==> config.mk <==
export PLATFORM = sky130hd
export DESIGN_NAME = led_addr_mapper
export DESIGN_NICKNAME = d
export VERILOG_FILES = /design/src/rtl/led_pkg.sv /design/src/rtl/led_addr_calc.sv /design/src/rtl/led_addr_mapper.sv
export SDC_FILE = /design/constraint.sdc
export NUM_CORES = 1
export LEC_CHECK = 0
export ABC_AREA = 1
export CAP_MARGIN = 20
export CORE_UTILIZATION = 42
export DETAILED_ROUTE_END_ITERATION = 7
export GPL_TIMING_DRIVEN = 1
export PLACE_DENSITY = 0.76
export SLEW_MARGIN = 20
export SYNTH_ARGS = -nofsm -noshare
export SYNTH_HDL_FRONTEND = slang
export SYNTH_SLANG_ARGS = --single-unit
==> constraint.sdc <==
create_clock -name Clk -period 1.77 [get_ports Clk]
set_input_delay 0.2655 -clock Clk [delete_from_list [all_inputs] [get_ports Clk]]
set_output_delay 0.2655 -clock Clk [all_outputs]
set_load 0.02 [all_outputs]
==> src/rtl/led_pkg.sv <==
// Shared wiring-mode encodings and elaboration-time helpers for the LED address mapper.
package led_pkg;

  typedef enum logic [1:0] {
    MODE_LINEAR    = 2'b00,
    MODE_ROW_SERP  = 2'b01,
    MODE_COL_SERP  = 2'b10,
    MODE_CUBE_SERP = 2'b11
  } mode_e;

  function automatic int clog2(input int value);
    int r;
    r = 0;
    while ((1 << r) < value) r++;
    return r;
  endfunction

  // Counter width that stays legal when a dimension collapses to a single entry.
  function automatic int cnt_w(input int value);
    return (value > 1) ? clog2(value) : 1;
  endfunction

endpackage

==> src/rtl/led_addr_calc.sv <==
// Combinational logical (x,y,z) to physical address remap; shared with the readout scan path.
module led_addr_calc
  import led_pkg::*;
#(
  parameter  int COLS   = 8,
  parameter  int ROWS   = 8,
  parameter  int LAYERS = 8,
  localparam int ADDR_W = clog2(COLS * ROWS * LAYERS),
  localparam int XW     = cnt_w(COLS),
  localparam int YW     = cnt_w(ROWS),
  localparam int ZW     = cnt_w(LAYERS)
) (
  input  logic [XW-1:0]     x_i,
  input  logic [YW-1:0]     y_i,
  input  logic [ZW-1:0]     z_i,
  input  mode_e             mode_i,
  output logic [ADDR_W-1:0] addr_o
);

  localparam int CS = clog2(COLS);
  localparam int RS = clog2(ROWS);

  logic [ADDR_W-1:0] xa, ya, za;
  logic [ADDR_W-1:0] layer_base, row_p, col_p, lin_p;

  always_comb begin
    xa = ADDR_W'(x_i);
    ya = ADDR_W'(y_i);
    za = ADDR_W'(z_i);
    layer_base = za << (CS + RS);
    lin_p = (ya << CS) + xa;
    row_p = (ya << CS) + (y_i[0] ? (ADDR_W'(COLS - 1) - xa) : xa);
    col_p = (xa << RS) + (x_i[0] ? (ADDR_W'(ROWS - 1) - ya) : ya);

    case (mode_i)
      MODE_LINEAR:    addr_o = layer_base + lin_p;
      MODE_ROW_SERP:  addr_o = layer_base + row_p;
      MODE_COL_SERP:  addr_o = layer_base + col_p;
      MODE_CUBE_SERP: addr_o = layer_base +
                               (z_i[0] ? (ADDR_W'(COLS * ROWS - 1) - row_p) : row_p);
      default:        addr_o = layer_base + lin_p;
    endcase
  end

endmodule

==> src/rtl/led_addr_mapper.sv <==
// Streaming pixel-to-address mapper: X/Y/Z beat counter, per-frame mode latch and
// a single valid/ready output register feeding the frame-buffer write port.
module led_addr_mapper
  import led_pkg::*;
#(
  parameter  int COLS   = 8,
  parameter  int ROWS   = 8,
  parameter  int LAYERS = 8,
  parameter  int DATA_W = 24,
  localparam int ADDR_W = clog2(COLS * ROWS * LAYERS)
) (
  input  logic              Clk,
  input  logic              Rst,
  input  logic [1:0]        Mode,
  input  logic              In_valid,
  output logic              In_ready,
  input  logic              In_sof,
  input  logic [DATA_W-1:0] In_data,
  output logic              Out_valid,
  input  logic              Out_ready,
  output logic [ADDR_W-1:0] Out_addr,
  output logic [DATA_W-1:0] Out_data,
  output logic              Frame_done
);

  localparam int XW = cnt_w(COLS);
  localparam int YW = cnt_w(ROWS);
  localparam int ZW = cnt_w(LAYERS);

  localparam logic [XW-1:0] X_MAX = XW'(COLS - 1);
  localparam logic [YW-1:0] Y_MAX = YW'(ROWS - 1);
  localparam logic [ZW-1:0] Z_MAX = ZW'(LAYERS - 1);

  logic [XW-1:0]     x_q, x_d, x_cur;
  logic [YW-1:0]     y_q, y_d, y_cur;
  logic [ZW-1:0]     z_q, z_d, z_cur;
  mode_e             mode_q, mode_d, mode_cur;
  logic              out_valid_q, out_valid_d;
  logic [ADDR_W-1:0] out_addr_q, out_addr_d;
  logic [DATA_W-1:0] out_data_q, out_data_d;
  logic              out_last_q, out_last_d;

  logic              accept;
  logic              at_origin;
  logic              is_last;
  logic [ADDR_W-1:0] addr_cur;

  assign In_ready = !out_valid_q || Out_ready;
  assign accept   = In_valid && In_ready;

  // An sof beat forces index 0 no matter where the counter has drifted to.
  always_comb begin
    x_cur     = In_sof ? '0 : x_q;
    y_cur     = In_sof ? '0 : y_q;
    z_cur     = In_sof ? '0 : z_q;
    at_origin = (x_cur == '0) && (y_cur == '0) && (z_cur == '0);
    is_last   = (x_cur == X_MAX) && (y_cur == Y_MAX) && (z_cur == Z_MAX);
    mode_cur  = at_origin ? mode_e'(Mode) : mode_q;
  end

  led_addr_calc #(
    .COLS   (COLS),
    .ROWS   (ROWS),
    .LAYERS (LAYERS)
  ) u_calc (
    .x_i    (x_cur),
    .y_i    (y_cur),
    .z_i    (z_cur),
    .mode_i (mode_cur),
    .addr_o (addr_cur)
  );

  always_comb begin
    x_d    = x_q;
    y_d    = y_q;
    z_d    = z_q;
    mode_d = mode_q;
    if (accept) begin
      mode_d = mode_cur;
      x_d    = x_cur + XW'(1);
      y_d    = y_cur;
      z_d    = z_cur;
      if (x_cur == X_MAX) begin
        x_d = '0;
        if (y_cur == Y_MAX) begin
          y_d = '0;
          z_d = (z_cur == Z_MAX) ? '0 : z_cur + ZW'(1);
        end else begin
          y_d = y_cur + YW'(1);
        end
      end
    end
  end

  // Output stage reloads whenever it is empty or draining, so accept-in and
  // accept-out in the same cycle keep full throughput.
  always_comb begin
    out_valid_d = out_valid_q;
    out_addr_d  = out_addr_q;
    out_data_d  = out_data_q;
    out_last_d  = out_last_q;
    if (In_ready) begin
      out_valid_d = In_valid;
      if (accept) begin
        out_addr_d = addr_cur;
        out_data_d = In_data;
        out_last_d = is_last;
      end
    end
  end

  always_ff @(posedge Clk) begin
    if (Rst) begin
      x_q         <= '0;
      y_q         <= '0;
      z_q         <= '0;
      mode_q      <= MODE_LINEAR;
      out_valid_q <= 1'b0;
      out_addr_q  <= '0;
      out_data_q  <= '0;
      out_last_q  <= 1'b0;
    end else begin
      x_q         <= x_d;
      y_q         <= y_d;
      z_q         <= z_d;
      mode_q      <= mode_d;
      out_valid_q <= out_valid_d;
      out_addr_q  <= out_addr_d;
      out_data_q  <= out_data_d;
      out_last_q  <= out_last_d;
    end
  end

  assign Out_valid  = out_valid_q;
  assign Out_addr   = out_addr_q;
  assign Out_data   = out_data_q;
  // Only the completing handshake pulses, so a stalled last beat cannot fire twice.
  assign Frame_done = out_valid_q && Out_ready && out_last_q;

endmodule

==> results.py, run 1 <==
metrics = {
    "clock_tree": {
        "clock-root-buffer": "clkbuf_8",
        "cts_buffers": 5,
        "htreeDepth": 2,
        "hold_buffers": 0,
        "cts_tree": "yes",
        "clk_latency_ns": 0.30,
        "clk_path_buf_depth": 2,
        "cts.sink_count": 46,
        "clk_pin_slew_ns": 0.09,
    },
    "worst_hold_path": {
        "hp-class": "reg2reg",
        "min_from": "out_last_q",
    },
    "timing": {
        "setup_violations": 0,
        "whs_ns": 0.4708,
        "finalHoldViolations": 0,
        "period_needed_ns": 1.726,
        "worst_pin_slew_ns": 0.7317,
        "fin_crit_sh_pct": 97.52,
        "drv_slew": 0,
        "finalSetupTns_ns": 0,
        "setup_ws_ns": 0.04394,
        "skew_ns": 0.005689,
        "slew_headroom_pct": 51.17,
        "maxClockFrequency_ghz": 0.5794,
        "grt_setup_unrepaired": "true",
    },
    "synthesis": {
        "synthCells": 311,
        "netlist_area_mm2": 0.002230,
        "yosys_warnings": 0,
        "synth_cell_type_count": 25,
        "synth_nets": 351,
        "ys_seq_elements": 46,
        "ys_seq_area_share_pct": 41.30,
        "syn_avg_cell_area_um2": 7.169,
    },
    "worst_setup_path": {
        "reg2reg_from": "x_q[1]",
        "arrival_ns": 1.97,
        "cp_data_required_time_ns": 2.02,
        "critPathCaptureType": "flop",
        "crit_fanout": 5,
        "crit_type": "reg2reg",
        "crit_start": "x_q[1]",
        "cp-start-kind": "flop",
    },
    "cells_and_area": {
        "final_common_cell": "nor2_1",
        "final_cells": 499,
        "antennaDiodeCount": 0,
        "fin_util_pct": 70.70,
        "syn2layout_area_growth_pct": 61.95,
        "final_cell_mix": "nor2_1 (65), clkdlybuf4s50_1 (64), buf_4 (57)",
        "fin_area_mm2": 0.003611,
        "drive_above_1_share_pct": 26.11,
        "nets": 468,
    },
    "global_route": {
        "grt_overflow": 0,
        "grt_max_degree": 32,
        "grt_pass1_wl_um": 10110,
        "grt_pass1_vias": 2211,
        "grtUsageTotal_pct": 24.15,
        "antenna_found_initial": 0,
    },
    "route": {
        "via_per_inst": 4.914,
        "wl_per_cell_um": 13.35,
        "drt_wl_total_um": 6662,
        "drc": 0,
        "drtIter0Drc": 74,
        "via_count": 2452,
        "drt_pass1_iterations": 5,
        "ant_nets": 0,
    },
    "place": {
        "dp_cells": 469,
        "placed_area_mm2": 0.003201,
        "port_buffers": 66,
        "hpwl_um": 4406,
        "pre_cts_ws_ns": -0.5112,
        "place.gp.congestion": 0.9103,
    },
    "job": {
        "drv_cap": 0,
    },
    "die": {
        "die_h_um": 74.86,
        "ios": 67,
        "core-area_mm2": 0.005107,
        "design.die.area_mm2": 0.005604,
        "initial_core_util_pct": 43.66,
        "die_width_um": 74.86,
        "rows": 26,
    },
    "power": {
        "leakagePower_nw": 1.613,
        "vdd_ir_drop_max_mv": 0.4119,
        "total_power_mw": 2.599,
        "p_per_area_mw_per_mm2": 719.6,
    },
    "run_status": {
        "status": "complete, no violations",
    },
}
## synthesized netlist by cell type (all sizes together)
| cell type | instances | share of area (%) |
|---|---|---|
| o21ai | 51 | 12 |
| inv | 32 | 5.5 |
| dfxtp | 46 | 41 |
| nor2 | 75 | 14 |
| nand4 | 1 | 0.28 |
| a211oi | 2 | 0.67 |
| a31oi | 1 | 0.28 |
| nand3b | 1 | 0.34 |
| clkbuf | 11 | 1.9 |
| ha | 9 | 5.1 |
| nand3 | 10 | 2.2 |
| a221oi | 3 | 1.2 |
| nand2 | 45 | 9.3 |
| xor2 | 2 | 0.79 |
| buf | 4 | 1.2 |
| a21oi | 18 | 4.0 |
## what timing repair did
item,4_1_cts,5_1_grt
resized for setup,21,31
hold endpoints to repair,0,0
buffers inserted,20,2
setup endpoints to repair,13,14
pin swaps,9,13
## layer usage
metal,part of all wire (%),track usage (%),routed length [um]
met1,42,28.80,2814
met2,50,39.84,3353
met3,5.7,5.622,383
met4,1.7,14.05,110
met5,0,0,0
## logic make-up (layout without fill, tap and decap cells)
family / after synthesis / count (layout) / synth area share, %
simple gates: 132 / 132 / 26.54
compound gates: 75 / 75 / 17.79
buf+inv: 47 / 165 / 8.530
flops: 46 / 46 / 41.30
fa+ha+maj: 9 / 9 / 5.051
xor+xnor: 2 / 2 / 0.7858
## flip-flops by register name, summed over array words and instances (netlist names)
register    cells
y_q             3
out_last_q      1
Out_addr        9
Out_valid       1
Out_data       24
x_q             3
mode_q          2
z_q             3
## area by class of cell
class	instances	area, um^2
inverters	32	122.6
clock buffers	7	86.33
clock inverters	1	8.758
well taps	70	87.58
flip-flops and latches	46	927.1
repair buffers	125	1121
fillers	430	1496
multi-input cells	218	1257
## final timing paths
kind,end,slack (ns),cells past startpoint
worst max-delay path,Out_addr[2],0.04,12
worst min-delay path,out_last_q,0.47,2
worst max register to register,Out_addr[2],0.04,12
worst min register to register,out_last_q,0.47,2
## critical path: stages, from the launching register on
cell and delay, ns:
dfxtp_1 0.33, inv_2 0.09, nor2_4 0.04, inv_2 0.09
ha_4 0.16, nand3_4 0.08, nor2_8 0.13, nand3b_1 0.19
nand2_8 0.14, nand2_1 0.09, o21ai_1 0.20, nor2_2 0.05
nor2_1 0.07
## power by group
group | internal [mW] | leakage (nW) | total, mW | switching [mW]
Sequential | 1.11 | 0.382 | 1.15 | 0.0409
Combinational | 0.352 | 1.18 | 0.749 | 0.397
Clock | 0.323 | 0.0489 | 0.700 | 0.376
No activity file was read; power rests on OpenSTA's default activity.
==> run 2, diff against run 1 <==
CORE_UTILIZATION = 44   (was 42)
CTS_BUF_LIST = sky130_fd_sc_hd__clkbuf_8   (was unset)
PLACE_DENSITY = 0.79   (was 0.76)
==> run 2 against run 1 <==
Global-route usage increased by 0.64 points. Critical path depth decreased by 2. Flip-flop and latch count unchanged. Register-to-register slack about the same. Sequential power about the same. Highest routed layer unchanged.
==> results.py, run 2 (synthesis gave the netlist of run 1 again) <==
metrics = {
    "run_status": {
        "status": "complete, no violations",
    },
    "place": {
        "pre_cts_ws_ns": -0.5198,
        "port_buffers": 66,
        "hpwl_um": 4081,
        "place.gp.congestion": 0.8900,
        "dp_cells": 466,
    },
    "clock_tree": {
        "cts_tree": "yes",
        "cts.sink_count": 46,
        "clk_pin_slew_ns": 0.09,
        "htreeDepth": 2,
        "clk_path_buf_depth": 2,
        "clock-root-buffer": "clkbuf_8",
        "cts_buffers": 5,
        "hold_buffers": 0,
        "clk_latency_ns": 0.31,
    },
    "worst_setup_path": {
        "path_cells": "nand2_4 > buf_4 > inv_1 > ha_1 > ha_1 > nand2_1 > buf_4 > nor2_1 > nand2_1 > a21oi_1",
        "cpMaxStageDelayCell": "dfxtp_1",
        "crit_type": "reg2reg",
        "arrival_ns": 1.96,
        "crit_fanout": 4,
        "cp_data_required_time_ns": 2.01,
        "cp-start-kind": "flop",
        "max_stage_delay_ns": 0.46,
        "critPathCaptureType": "flop",
    },
    "cells_and_area": {
        "fin_util_pct": 73.75,
        "nFillCells": 360,
        "nets": 460,
        "multi_input_area_mm2": 0.001226,
        "final_cell_mix": "nor2_1 (67), clkdlybuf4s50_1 (63), buf_4 (49)",
        "syn2layout_area_growth_pct": 58.31,
        "drive_above_1_share_pct": 22.80,
        "antennaDiodeCount": 0,
        "largest_register_ffs": 24,
        "regArea_um2": 923.4,
        "final_cells": 488,
        "final_common_cell": "nor2_1",
    },
    "route": {
        "wl_per_cell_um": 13.22,
        "drt_wl_total_um": 6449,
        "ant_nets": 0,
        "drt_pass1_iterations": 4,
        "drc": 0,
        "via_count": 2424,
        "via_per_inst": 4.967,
        "drtIter0Drc": 148,
    },
    "die": {
        "ios": 67,
        "initial_core_util_pct": 46.59,
        "die_h_um": 73.19,
        "core-area_mm2": 0.004786,
        "rows": 25,
        "design.die.area_mm2": 0.005356,
        "die_width_um": 73.19,
    },
    "timing": {
        "drv_slew": 0,
        "worst_pin_slew_ns": 0.4131,
        "whs_ns": 0.4768,
        "finalHoldViolations": 0,
        "slew_headroom_pct": 72.42,
        "maxClockFrequency_ghz": 0.5829,
        "setup_ws_ns": 0.05455,
        "skew_ns": 0.005065,
        "setup_violations": 0,
        "fin_crit_sh_pct": 96.92,
        "grt_setup_unrepaired": "true",
        "period_needed_ns": 1.715,
    },
    "power": {
        "vdd_ir_drop_max_mv": 0.5455,
        "p_per_area_mw_per_mm2": 753.6,
        "total_power_mw": 2.660,
        "leakagePower_nw": 1.607,
    },
    "global_route": {
        "grtUsageTotal_pct": 24.80,
        "grt_pass1_wl_um": 10150,
        "antenna_found_initial": 0,
        "grt_overflow": 0,
        "grt_max_degree": 39,
        "grt_pass1_vias": 2251,
    },
    "worst_hold_path": {
        "hp-class": "reg2reg",
    },
    "job": {
        "drv_cap": 0,
    },
}
-- run 2: changes by cell type in the layout (fill, tap and decap cells not counted), sizes merged --
cell	previous run	this run
buf	59	51
clkbuf	7	5
bufinv	0	1
clkdlybuf4s50	64	63
clkinvlp	0	1
dlymetal6s2s	1	2
-- run 2: path summary, 6_finish.rpt --
| kind | startpoint | end | slack, ns | cells past startpoint |
|---|---|---|---|---|
| hold / removal | out_last_q | out_last_q | 0.48 | 2 |
| setup / recovery | y_q[0] | z_q[0] | 0.05 | 10 |
| setup reg to reg | y_q[0] | z_q[0] | 0.05 | 10 |
| hold reg to reg | out_last_q | out_last_q | 0.48 | 2 |
-- run 2: cell type report --
type	count	share of cell area [%]
repair buffers	117	30.13
well taps	67	2.375
flip-flops and latches	46	26.16
multi-input cells	218	34.74
clock inverters	3	1.170
clock buffers	5	1.950
inverters	32	3.474
-- run 2: timing repair --
| item | 4_1_cts | 5_1_grt |
|---|---|---|
| gates cloned | 0 | 0 |
| pin swaps | 11 | 6 |
| setup endpoints to repair | 11 | 11 |
| gates resized for setup | 21 | 19 |
| buffers inserted | 11 | 3 |
-- run 2: per-stage QoR --
step	instance area (um^2)	TNS, ns
floorplan	2230	0
global placement	3197	-5.425
detailed placement	3197	-6.085
CTS	3445	0
global route	3530	-0.2207
finish	3530	0
-- run 2: worst max-delay path: cells and delay by family (launching register included) --
kind | cells | cell delay (ns)
flip-flops | 1 | 0.46
AND/OR/NAND/NOR | 4 | 0.37
buffers and inverters | 3 | 0.36
adder cells (fa/ha/maj) | 2 | 0.33
AO/OA/AOI/OAI | 1 | 0.13
-- run 2: power breakdown --
| part | internal [mW] | switching, mW |
|---|---|---|
| Clock | 0.416 | 0.372 |
| Sequential | 1.11 | 0.0426 |
| Combinational | 0.338 | 0.381 |
| Total | 1.86 | 0.796 |
-- run 2: routing by layer --
layer	share of wire, %	global-route usage (%)
met1	41	29.76
met2	49	41.87
met3	5.6	4.282
met4	4.2	13.73
met5	0	0
==> run 3, diff against run 2 <==
PLACE_DENSITY = 0.75   (was 0.79)
==> run 3 against run 2 <==
First-iteration DRC count is 4.1% higher. Final cell count is 0.82% lower. Sequential power hardly changed. Setup slack better by 0.012 ns. Sequential share of layout area is 0.22 points higher. Largest power group unchanged.
==> results.py, run 3 (synthesis gave the netlist of run 1 again) <==
metrics = {
    "timing": {
        "period_needed_ns": 1.703,
        "whs_ns": 0.4792,
        "maxClockFrequency_ghz": 0.5871,
        "drv_slew": 0,
        "grt_setup_unrepaired": "true",
        "skew_ns": 0.007429,
        "finalHoldViolations": 0,
        "slew_headroom_pct": 48.08,
        "setup_violations": 0,
        "worst_pin_slew_ns": 0.7779,
        "fin_crit_sh_pct": 96.23,
        "finalSetupTns_ns": 0,
    },
    "power": {
        "total_power_mw": 2.525,
        "vdd_ir_drop_max_mv": 0.5493,
        "leakagePower_nw": 1.568,
        "p_per_area_mw_per_mm2": 720.4,
    },
    "worst_setup_path": {
        "arrival_ns": 1.93,
        "cp_data_required_time_ns": 2.00,
        "rr_endpoint": "Out_addr[2]",
        "critPathCaptureType": "flop",
        "crit_type": "reg2reg",
        "path_cells": "inv_2 > nor2_4 > inv_2 > buf_4 > buf_4 > buf_4 > buf_4 > buf_4 > o21ai_1 > nand2_1 > nand3_1 > nor2_1 > nor2_1",
        "critPathBufInv": 7,
        "crit_fanout": 3,
        "crit_top_cell": "buf_4",
        "max_stage_delay_ns": 0.37,
        "ff2ff_setup_slack_ns": 0.07,
        "reg2reg_from": "x_q[0]",
        "cpMaxStageDelayCell": "dfxtp_2",
        "reg2regPathDepth": 13,
        "cp-start-kind": "flop",
        "cp_top_family": "buffers and inverters",
    },
    "place": {
        "port_buffers": 66,
        "dp_cells": 461,
        "place.gp.congestion": 0.9340,
        "hpwl_um": 4292,
    },
    "clock_tree": {
        "cts_buffers": 5,
        "clock-root-buffer": "clkbuf_8",
        "cts.sink_count": 46,
        "hold_buffers": 0,
        "htreeDepth": 2,
        "clk_pin_slew_ns": 0.09,
        "clk_latency_ns": 0.29,
        "clk_path_buf_depth": 2,
        "cts_tree": "yes",
    },
    "cells_and_area": {
        "final_cells": 484,
        "fin_util_pct": 73.23,
        "syn2layout_area_growth_pct": 57.18,
        "regArea_um2": 924.6,
        "nets": 456,
        "final_cell_mix": "nor2_1 (65), clkdlybuf4s50_1 (63), buf_4 (45)",
        "largest_register_ffs": 24,
        "nFillCells": 391,
        "final_common_cell": "nor2_1",
        "antennaDiodeCount": 0,
        "drive_above_1_share_pct": 23.50,
        "multi_input_area_mm2": 0.001252,
    },
    "worst_hold_path": {
        "min_from": "out_last_q",
        "hp-class": "reg2reg",
        "hold_depth": 2,
        "hold_end": "out_last_q",
    },
    "global_route": {
        "grt_max_degree": 32,
        "grt_overflow": 0,
        "grt_pass1_vias": 2374,
        "antenna_found_initial": 0,
        "grtUsageTotal_pct": 25.91,
        "grt_pass1_wl_um": 10630,
    },
    "die": {
        "die_h_um": 73.19,
        "ios": 67,
        "initial_core_util_pct": 46.59,
        "die_width_um": 73.19,
        "core-area_mm2": 0.004786,
        "design.die.area_mm2": 0.005356,
        "rows": 25,
    },
    "route": {
        "ant_nets": 0,
        "drc": 0,
        "via_count": 2460,
        "drt_wl_total_um": 6797,
        "drt_pass1_iterations": 4,
        "wl_per_cell_um": 14.04,
        "drtIter0Drc": 154,
        "via_per_inst": 5.083,
    },
    "run_status": {
        "status": "complete, no violations",
    },
    "job": {
        "drv_cap": 0,
    },
}
run 3: final cells by class:
cell class                 count  area share [%]
inverter                      32           3.499
sequential                    46           26.38
timing repair buffer         113           29.49
clock inverter                 3          0.5355
tap                           67           2.392
clock buffer                   5           1.964
multi-input combinational    218           35.74
run 3: worst max-delay path by stage:
stage          startpoint  cells after the start          end  slack [ns]
2_1_floorplan      In_sof                     14  Out_addr[2]        0.02
3_3_place_gp       In_sof                     15  Out_addr[1]       -0.43
3_5_place_dp       In_sof                     16  Out_addr[2]       -0.50
4_1_cts         Out_ready                      4   Frame_done        0.01
5_1_grt            x_q[2]                     10  Out_addr[2]       -0.13
6_report           x_q[0]                     13  Out_addr[2]        0.07
run 3: where the power goes:
group          internal [mW]  switching (mW)  total [mW]
Combinational          0.335           0.397       0.732
Clock                  0.278           0.359       0.638
Sequential              1.11          0.0440        1.16
Total                   1.72           0.800        2.52
run 3: worst register-to-register path, stage by stage (launching register included):
cell	delay (ns)
dfxtp_2	0.37
inv_2	0.06
nor2_4	0.09
inv_2	0.06
buf_4	0.13
buf_4	0.12
buf_4	0.13
buf_4	0.13
buf_4	0.15
o21ai_1	0.15
nand2_1	0.07
nand3_1	0.06
nor2_1	0.04
nor2_1	0.07
run 3: routing by layer:
metal	global-route usage [%]	routed length [um]	vias up
li1	-	-	1206
met1	29.94	2823	1135
met2	45.37	3339	94
met3	6.215	383	25
met4	11.11	250	0
met5	0	0	-
run 3: timing repair:
| action | 4_1_cts | 5_1_grt |
|---|---|---|
| pin swaps | 10 | 13 |
| setup buffers | 14 | 1 |
| resized for setup | 19 | 31 |
| cloned | 0 | 0 |
| setup endpoints to repair | 11 | 13 |
run 3: stage by stage:
stage / instance area [um^2] / setup slack, ns
floorplan: 2230 / 0.02214
global placement: 3159 / -0.4283
detailed placement: 3159 / -0.5005
CTS: 3407 / 0.01043
global route: 3505 / -0.1311
finish: 3505 / 0.06665
